### src/rtl/tausworthe_tester.sv
// Online randomness tester for a 32-bit generator stream: counts ones and runs
// over a block of BLOCK_WORDS words (LSB-first bit order) and flags out-of-range statistics.
module tausworthe_tester #(
  parameter int BLOCK_WORDS = 64,
  parameter int ONES_LO     = 960,
  parameter int ONES_HI     = 1088,
  parameter int RUNS_LO     = 960,
  parameter int RUNS_HI     = 1088
) (
  input  logic        clk,
  input  logic        rst,
  input  logic        start,
  input  logic [31:0] data_in,
  input  logic        data_valid,
  output logic        data_ready,
  output logic        busy,
  output logic        done,
  output logic        pass,
  output logic        fail_ones,
  output logic        fail_runs,
  output logic [15:0] ones_count,
  output logic [15:0] runs_count
);

  localparam logic [1:0] IDLE    = 2'd0;
  localparam logic [1:0] COLLECT = 2'd1;
  localparam logic [1:0] EVAL    = 2'd2;

  localparam logic [10:0] LAST_WORD = 11'(BLOCK_WORDS - 1);
  localparam logic [15:0] ONES_LO_C = 16'(ONES_LO);
  localparam logic [15:0] ONES_HI_C = 16'(ONES_HI);
  localparam logic [15:0] RUNS_LO_C = 16'(RUNS_LO);
  localparam logic [15:0] RUNS_HI_C = 16'(RUNS_HI);

  logic [1:0]  state_q, state_d;
  logic [10:0] word_cnt_q, word_cnt_d;
  logic [15:0] ones_q, ones_d;
  logic [15:0] runs_q, runs_d;
  logic        prev_bit_q, prev_bit_d;
  logic        done_q, done_d;
  logic        pass_q, pass_d;
  logic        fail_ones_q, fail_ones_d;
  logic        fail_runs_q, fail_runs_d;

  logic        accept;
  logic [30:0] trans;
  logic        boundary;
  logic [5:0]  word_ones;
  logic [5:0]  word_trans;

  function automatic logic [5:0] popcount32(input logic [31:0] v);
    logic [5:0] c;
    c = '0;
    for (int i = 0; i < 32; i++) begin
      c = c + {5'd0, v[i]};
    end
    return c;
  endfunction

  assign data_ready = (state_q == COLLECT);
  assign busy       = (state_q != IDLE);
  assign accept     = data_ready & data_valid;

  // The first word of a block has no predecessor, so no boundary transition is counted.
  assign trans      = data_in[31:1] ^ data_in[30:0];
  assign boundary   = (word_cnt_q != 11'd0) & (data_in[0] ^ prev_bit_q);
  assign word_ones  = popcount32(data_in);
  assign word_trans = popcount32({1'b0, trans});

  always_comb begin
    state_d     = state_q;
    word_cnt_d  = word_cnt_q;
    ones_d      = ones_q;
    runs_d      = runs_q;
    prev_bit_d  = prev_bit_q;
    done_d      = 1'b0;
    pass_d      = pass_q;
    fail_ones_d = fail_ones_q;
    fail_runs_d = fail_runs_q;
    case (state_q)
      IDLE: begin
        if (start) begin
          ones_d      = '0;
          runs_d      = 16'd1;
          word_cnt_d  = '0;
          pass_d      = 1'b0;
          fail_ones_d = 1'b0;
          fail_runs_d = 1'b0;
          state_d     = COLLECT;
        end
      end
      COLLECT: begin
        if (accept) begin
          ones_d     = ones_q + {10'd0, word_ones};
          runs_d     = runs_q + {10'd0, word_trans} + {15'd0, boundary};
          prev_bit_d = data_in[31];
          word_cnt_d = word_cnt_q + 11'd1;
          if (word_cnt_q == LAST_WORD) begin
            state_d = EVAL;
          end
        end
      end
      EVAL: begin
        fail_ones_d = (ones_q < ONES_LO_C) || (ones_q > ONES_HI_C);
        fail_runs_d = (runs_q < RUNS_LO_C) || (runs_q > RUNS_HI_C);
        pass_d      = !(fail_ones_d || fail_runs_d);
        done_d      = 1'b1;
        state_d     = IDLE;
      end
      default: state_d = IDLE;
    endcase
  end

  always_ff @(posedge clk or negedge rst) begin
    if (!rst) begin
      state_q     <= IDLE;
      word_cnt_q  <= '0;
      ones_q      <= '0;
      runs_q      <= '0;
      prev_bit_q  <= 1'b0;
      done_q      <= 1'b0;
      pass_q      <= 1'b0;
      fail_ones_q <= 1'b0;
      fail_runs_q <= 1'b0;
    end else begin
      state_q     <= state_d;
      word_cnt_q  <= word_cnt_d;
      ones_q      <= ones_d;
      runs_q      <= runs_d;
      prev_bit_q  <= prev_bit_d;
      done_q      <= done_d;
      pass_q      <= pass_d;
      fail_ones_q <= fail_ones_d;
      fail_runs_q <= fail_runs_d;
    end
  end

  assign done       = done_q;
  assign pass       = pass_q;
  assign fail_ones  = fail_ones_q;
  assign fail_runs  = fail_runs_q;
  assign ones_count = ones_q;
  assign runs_count = runs_q;

endmodule

### config.mk
export PLATFORM = sky130hd
export DESIGN_NAME = tausworthe_tester
export DESIGN_NICKNAME = d
export VERILOG_FILES = /design/src/rtl/tausworthe_tester.sv
export SDC_FILE = /design/constraint.sdc
export NUM_CORES = 1
export LEC_CHECK = 0
export CAP_MARGIN = 20
export CORE_UTILIZATION = 40
export DETAILED_ROUTE_END_ITERATION = 7
export PLACE_DENSITY = 0.64
export RECOVER_POWER = 100
export SYNTH_ARGS = -nofsm -noshare
export SYNTH_HDL_FRONTEND = slang
export SYNTH_SLANG_ARGS = --single-unit
### constraint.sdc
create_clock -name clk -period 4.9 [get_ports clk]
set_input_delay 0.98 -clock clk [delete_from_list [all_inputs] [get_ports clk]]
set_output_delay 0.98 -clock clk [all_outputs]
set_load 0.005 [all_outputs]
# Word-level counts from Yosys, hierarchy flattened
# Index checks and enable logic that the tools add are counted.
# totals
register_bits	50
latch_bits	0
ramBits	0
mem_bits_ro	0
in_bits	36
output_inout_bits	38
elab_cells	119
memories	0
# classes
add_sub_neg	65
n_mul	0
div_mod_pow	0
order_cmp	4
eq_ne	6
n_shift	0
muxes	18
bitwise_logic	4
reduce_logical	13
# ops
cell	count
$add 6x1->6	51
$mux 16	4
$pmux 16 s2	2
$add 16x6->16	2
$gt 16x11->1 const B	2
$lt 16x10->1 const B	2
$xor 31x31->31	1
$mux 11	2
$pmux 11 s2	1
$add 16x1->16	1
$add 5x1->6	2
$add 11x1->11 const B	1
$eq 11x6->1 const B	1
$reduce_bool 11->1	1
$add 4x1->5	2
$add 3x1->4	2
$add 2x1->3	2
$mux 2	3
$pmux 1 s2	3
$reduce_and 3->1	2
$reduce_bool 2->1	3
$add 1x1->2	2
$ne 2x1->1 const B	2
$pmux 2 s2	1
other kinds (10)	15

# Depth between registers and ports, before layout
# depth
depth_word	35
mapped_depth	20
ltp_nobuf	20

# Worst setup path before layout
# OpenSTA, ideal clock, no wires.
# synth_timing
path_kind	input to register
from	input data_in[0]
to	register runs_q[8], in the netlist runs_count[8]
setup_ps	132
t_arrival_ps	5960
required_time_ps	4768
setup_slack_ps	-1192
cell_stages	18
path_buffers	0
path_cell_list	ha_1 -> inv_1 -> fa_1 -> inv_1 -> fa_1 -> fa_1 -> fa_1 -> inv_1 -> fa_1 -> fa_1 -> fa_1 -> inv_1 -> fa_1 -> a211oi_1 -> o21ai_0 -> nand4_1 -> xor2_1 -> nor2_1
# synth_via
elab_chain_len	35
elab_cells_between_ends	37
cone_classes	add/sub: 32; mux: 2; bitwise: 3
# synth_rtl
element	line	source
start, declared	13	input logic [31:0] data_in,
$xor 31x31->31	65	assign trans = data_in[31:1] ^ data_in[30:0];
$add 1x1->2	55	c = c + {5'd0, v[i]};
$add 2x1->3	55	
$add 3x1->4	55	
$add 4x1->5	55	
$add 5x1->6	55	
$add 6x1->6 (25 in a row)	55	
$add 16x6->16	95	runs_d = runs_q + {10'd0, word_trans} + {15'd0, boundary};
$add 16x1->16 (*)	95	
$mux 16 (*)	93	if (accept) begin
$pmux 16 s2 (*)	80	case (state_q)
end signal, assigned	129	runs_q <= runs_d;
end, declared	38	logic [15:0] runs_q, runs_d;
# Mark *: on every way between the ends. The rest lies on a longest branch, timed or not. The select of a mux whose other input is x is not followed.
# A chain may end at the register's enable or synchronous reset.

# Worst setup path in the final report
# Same ends and word-level chain as after synthesis.

==> out/results.tsv <==
stage	metric	value	unit
setup_path	Critical Path RT	5.07	ns
sta	fmax	0.1730	GHz
yosys	area share of the largest cell type after synthesis	0.2677	
global_routing	largest net degree at the start of global routing	51	
finish	ANT cells	0	
finish	layout cells sized above 1	0.2779	
yosys	most frequent cells after synthesis	inv_1 (84), fa_1 (52), dfrtp_1 (50)	
clocking	clk sink count	50	
global_routing	initial antenna violation count	0	
clocking	H-tree lvl count	2	
sta	Max-slew headroom	-0.7951	
yosys	Syn Inst Count	481	
sta	final setup margin	-0.8790	ns
sta	Least-Margin Pin Slew	2.693	ns
yosys	Post-Syn Area	4674	um2
placement	placed inst area	6205	um2
worst_hold_path	Min-Delay Startpoint	pass	
setup_path	Reg2Reg Depth	18	
global_routing	GRT Total Usage	0.2034	
clocking	clock latency on the worst-skew pair	0.29	ns
finish	final core occ	0.5759	
yosys	Post-synth EDFFs	0	
setup_path	Worst EP arrival	5.95	ns
worst_hold_path	hold crit path type	flop to flop	
drt	antenna viol nets, final	0	
drt	drt pass-1 iters	4	
global_routing	grt ovf	0	
yosys	most frequent cell after synthesis	inv_1	
clocking	TritonCTS clock tree	done	
worst_hold_path	Hold Crit Depth	2	
finish	nets	758	
setup_path	crit path max fanout	4	
placement	HPWL after DPL	9241	um
setup_path	Reg-to-Reg Start	word_cnt_q[7]	
die	I/O Pins	74	
sta	Hold Violations, Final	0	
sta	RSZ-0062 raised after global routing	yes	
clocking	Num CTS Buffers	5	
yosys	register area share after synthesis	0.2677	
sta	fin crit share	1.179	
global_routing	vias in the first global route	3982	
sta	Final min period	5.779	ns
yosys	Yosys top cell by area	dfrtp_1	
run_status	violated checks	max-capacitance violations, max-slew violations, negative setup slack	
yosys	post-synth cell types	50	
yosys	dominant synthesized flop cell	dfrtp_1	
die	Die ar.	12120	um2
setup_path	Setup crit start kind	input pin	
die	die width	110.1	um
setup_path	R2R Setup Slk	-0.48	ns
drt	DR iter-0 viols	170	
worst_hold_path	Hold Path End	pass	
yosys	Mean Syn Cell Area	9.718	um2
run_status	status	complete, but fails checks	
drt	detailed-route vias per instance	4.958	
sta	Worst Skew	0.008968	ns
die	num rows	39	
placement	IO buf count	73	
finish	post-route cell area	6576	um2
setup_path	worst reg2reg path endpoint	runs_count[8]	
drt	total number of vias	3867	
clocking	root buffer cell	clkbuf_16	
drt	wirelength, routed	11350	um
sta	final slew viol count	51	
clocking	clk buf depth	2	
setup_path	Crit Path Category	input pin to flop	
die	Die Y	110.1	um
yosys	Ys Warns	0	
yosys	Synth Register Bits	50	
finish	Layout area overhead	40.69	%
placement	gpl congestion	0.8832	
yosys	syn nets	602	
die	Initial Utilization	0.4094	
drt	DRC violations left	0	
die	Placeable Area	11420	um2
clocking	clock slew at reported path FFs	0.07	ns
setup_path	Critical Path End Type	flop	
sta	setup violators final	32	
run	maxcap violations	1	
global_routing	first-pass GRT wire length	18980	um
yosys	Async SR Flop Fraction	1.000	
drt	wire length per cell	14.55	um
yosys	synth top area cells	dfrtp_1 (27%), fa_1 (22%), ha_1 (8.8%)	
critical path, stage by stage:
cell	delay [ns]
buf_12	0.11
ha_4	0.25
inv_2	0.03
fa_1	0.53
inv_2	0.04
fa_2	0.52
fa_2	0.44
fa_2	0.54
inv_2	0.04
fa_2	0.41
fa_1	0.52
fa_2	0.25
inv_2	0.05
fa_2	0.38
a211oi_4	0.28
buf_6	0.15
o21ai_4	0.08
nand4_1	0.13
xor2_1	0.16
nor2_1	0.06
registers in the layout, summed over array words and instances (netlist names):
signal	cells
ones_count	16
runs_count	16
word_cnt_q	11
state_q	2
done	1
fail_ones	1
fail_runs	1
pass	1
prev_bit_q	1
area by class of cell:
type | instances | area (um2)
flip-flops and latches | 50 | 1251
clock inverters | 1 | 7.507
clock buffers | 6 | 128.9
well taps | 143 | 178.9
fillers | 965 | 4842
multi-input cells | 340 | 3383
inverters | 84 | 315.3
repair buffers | 156 | 1311
per-layer routing:
metal,track usage,vias up,part of all wire
met5,0,-,0
met4,0.04229,0,0.012
met3,0.02352,12,0.029
met2,0.3496,56,0.51
met1,0.2774,1904,0.45
li1,-,1895,-
how the worst max path moves through the flow:
stage | start | end | slack (ns) | depth (start not counted)
final | data_in[0] | runs_count[8] | -0.88 | 20
after global routing | data_in[0] | ones_count[14] | -1.03 | 16
after CTS | data_in[0] | runs_count[6] | -1.12 | 19
after detailed placement | data_in[0] | runs_count[6] | -1.75 | 19
after global placement | data_in[0] | runs_count[6] | -1.60 | 19
after floorplan | data_in[1] | runs_count[6] | -0.84 | 18
layout by cell type (no fill, tap or decap), types with 4 or more instances in the layout:
cell and n:
o21a_1 6, a22o_1 4, o21ai_0 20, xnor2_2 7, nand2b_1 5, or4_1 6, dfrtp_1 50, clkbuf_16 5
nand3_1 6, clkdlybuf4s50_1 5, nor2_1 28, inv_2 11, ha_1 30, a21oi_1 13, inv_1 73, nand4_1 8
dlygate4sd3_1 39, clkbuf_2 12, xor2_1 24, o211ai_1 4, and3_1 6, fa_2 14, xnor2_1 15, or3_1 11
o21ai_1 5, buf_6 11, fa_1 38, nand2_1 30, buf_4 77, a21oi_2 5, buf_2 5
per-stage QoR:
stage	setup WS [ns]	std cells	hold WS, ns	setup TNS [ns]
2_1_floorplan	-0.8372	481	0.4668	-16.05
5_1_grt	-1.030	780	0.5597	-24.71
4_1_cts	-1.120	774	0.5141	-23.65
3_5_place_dp	-1.752	761	0.4985	-44.88
3_3_place_gp	-1.602	761	0.4843	-42.33
6_report	-0.8790	780	0.5017	-20.43
cells by family (layout without fill, tap and decap cells):
kind of cell               after synthesis  count (layout)  synth area share
and+or+nand+nor                        121             121            0.1363
xor gates and xnor gates                51              51           0.09556
buffers and inverters                   91             247           0.07387
DFF                                     50              50            0.2677
muxes                                    2               2          0.004283
AOI/OAI and AO/OA                       81              81            0.1114
adders and majority gates               85              85            0.3110
what timing repair did:
| item | CTS | global route |
|---|---|---|
| setup endpoints to repair | 32 | 32 |
| gates resized for setup | 95 | 73 |
| hold buffers | 0 | 0 |
| cloned | 0 | 0 |
| endpoints found under the hold margin | 0 | 0 |
| buffers inserted | 6 | 7 |
| pin swaps | 47 | 49 |
Power is not shown: default switching activity piles up to over one toggle a cycle in this logic, so the estimate is an artifact.
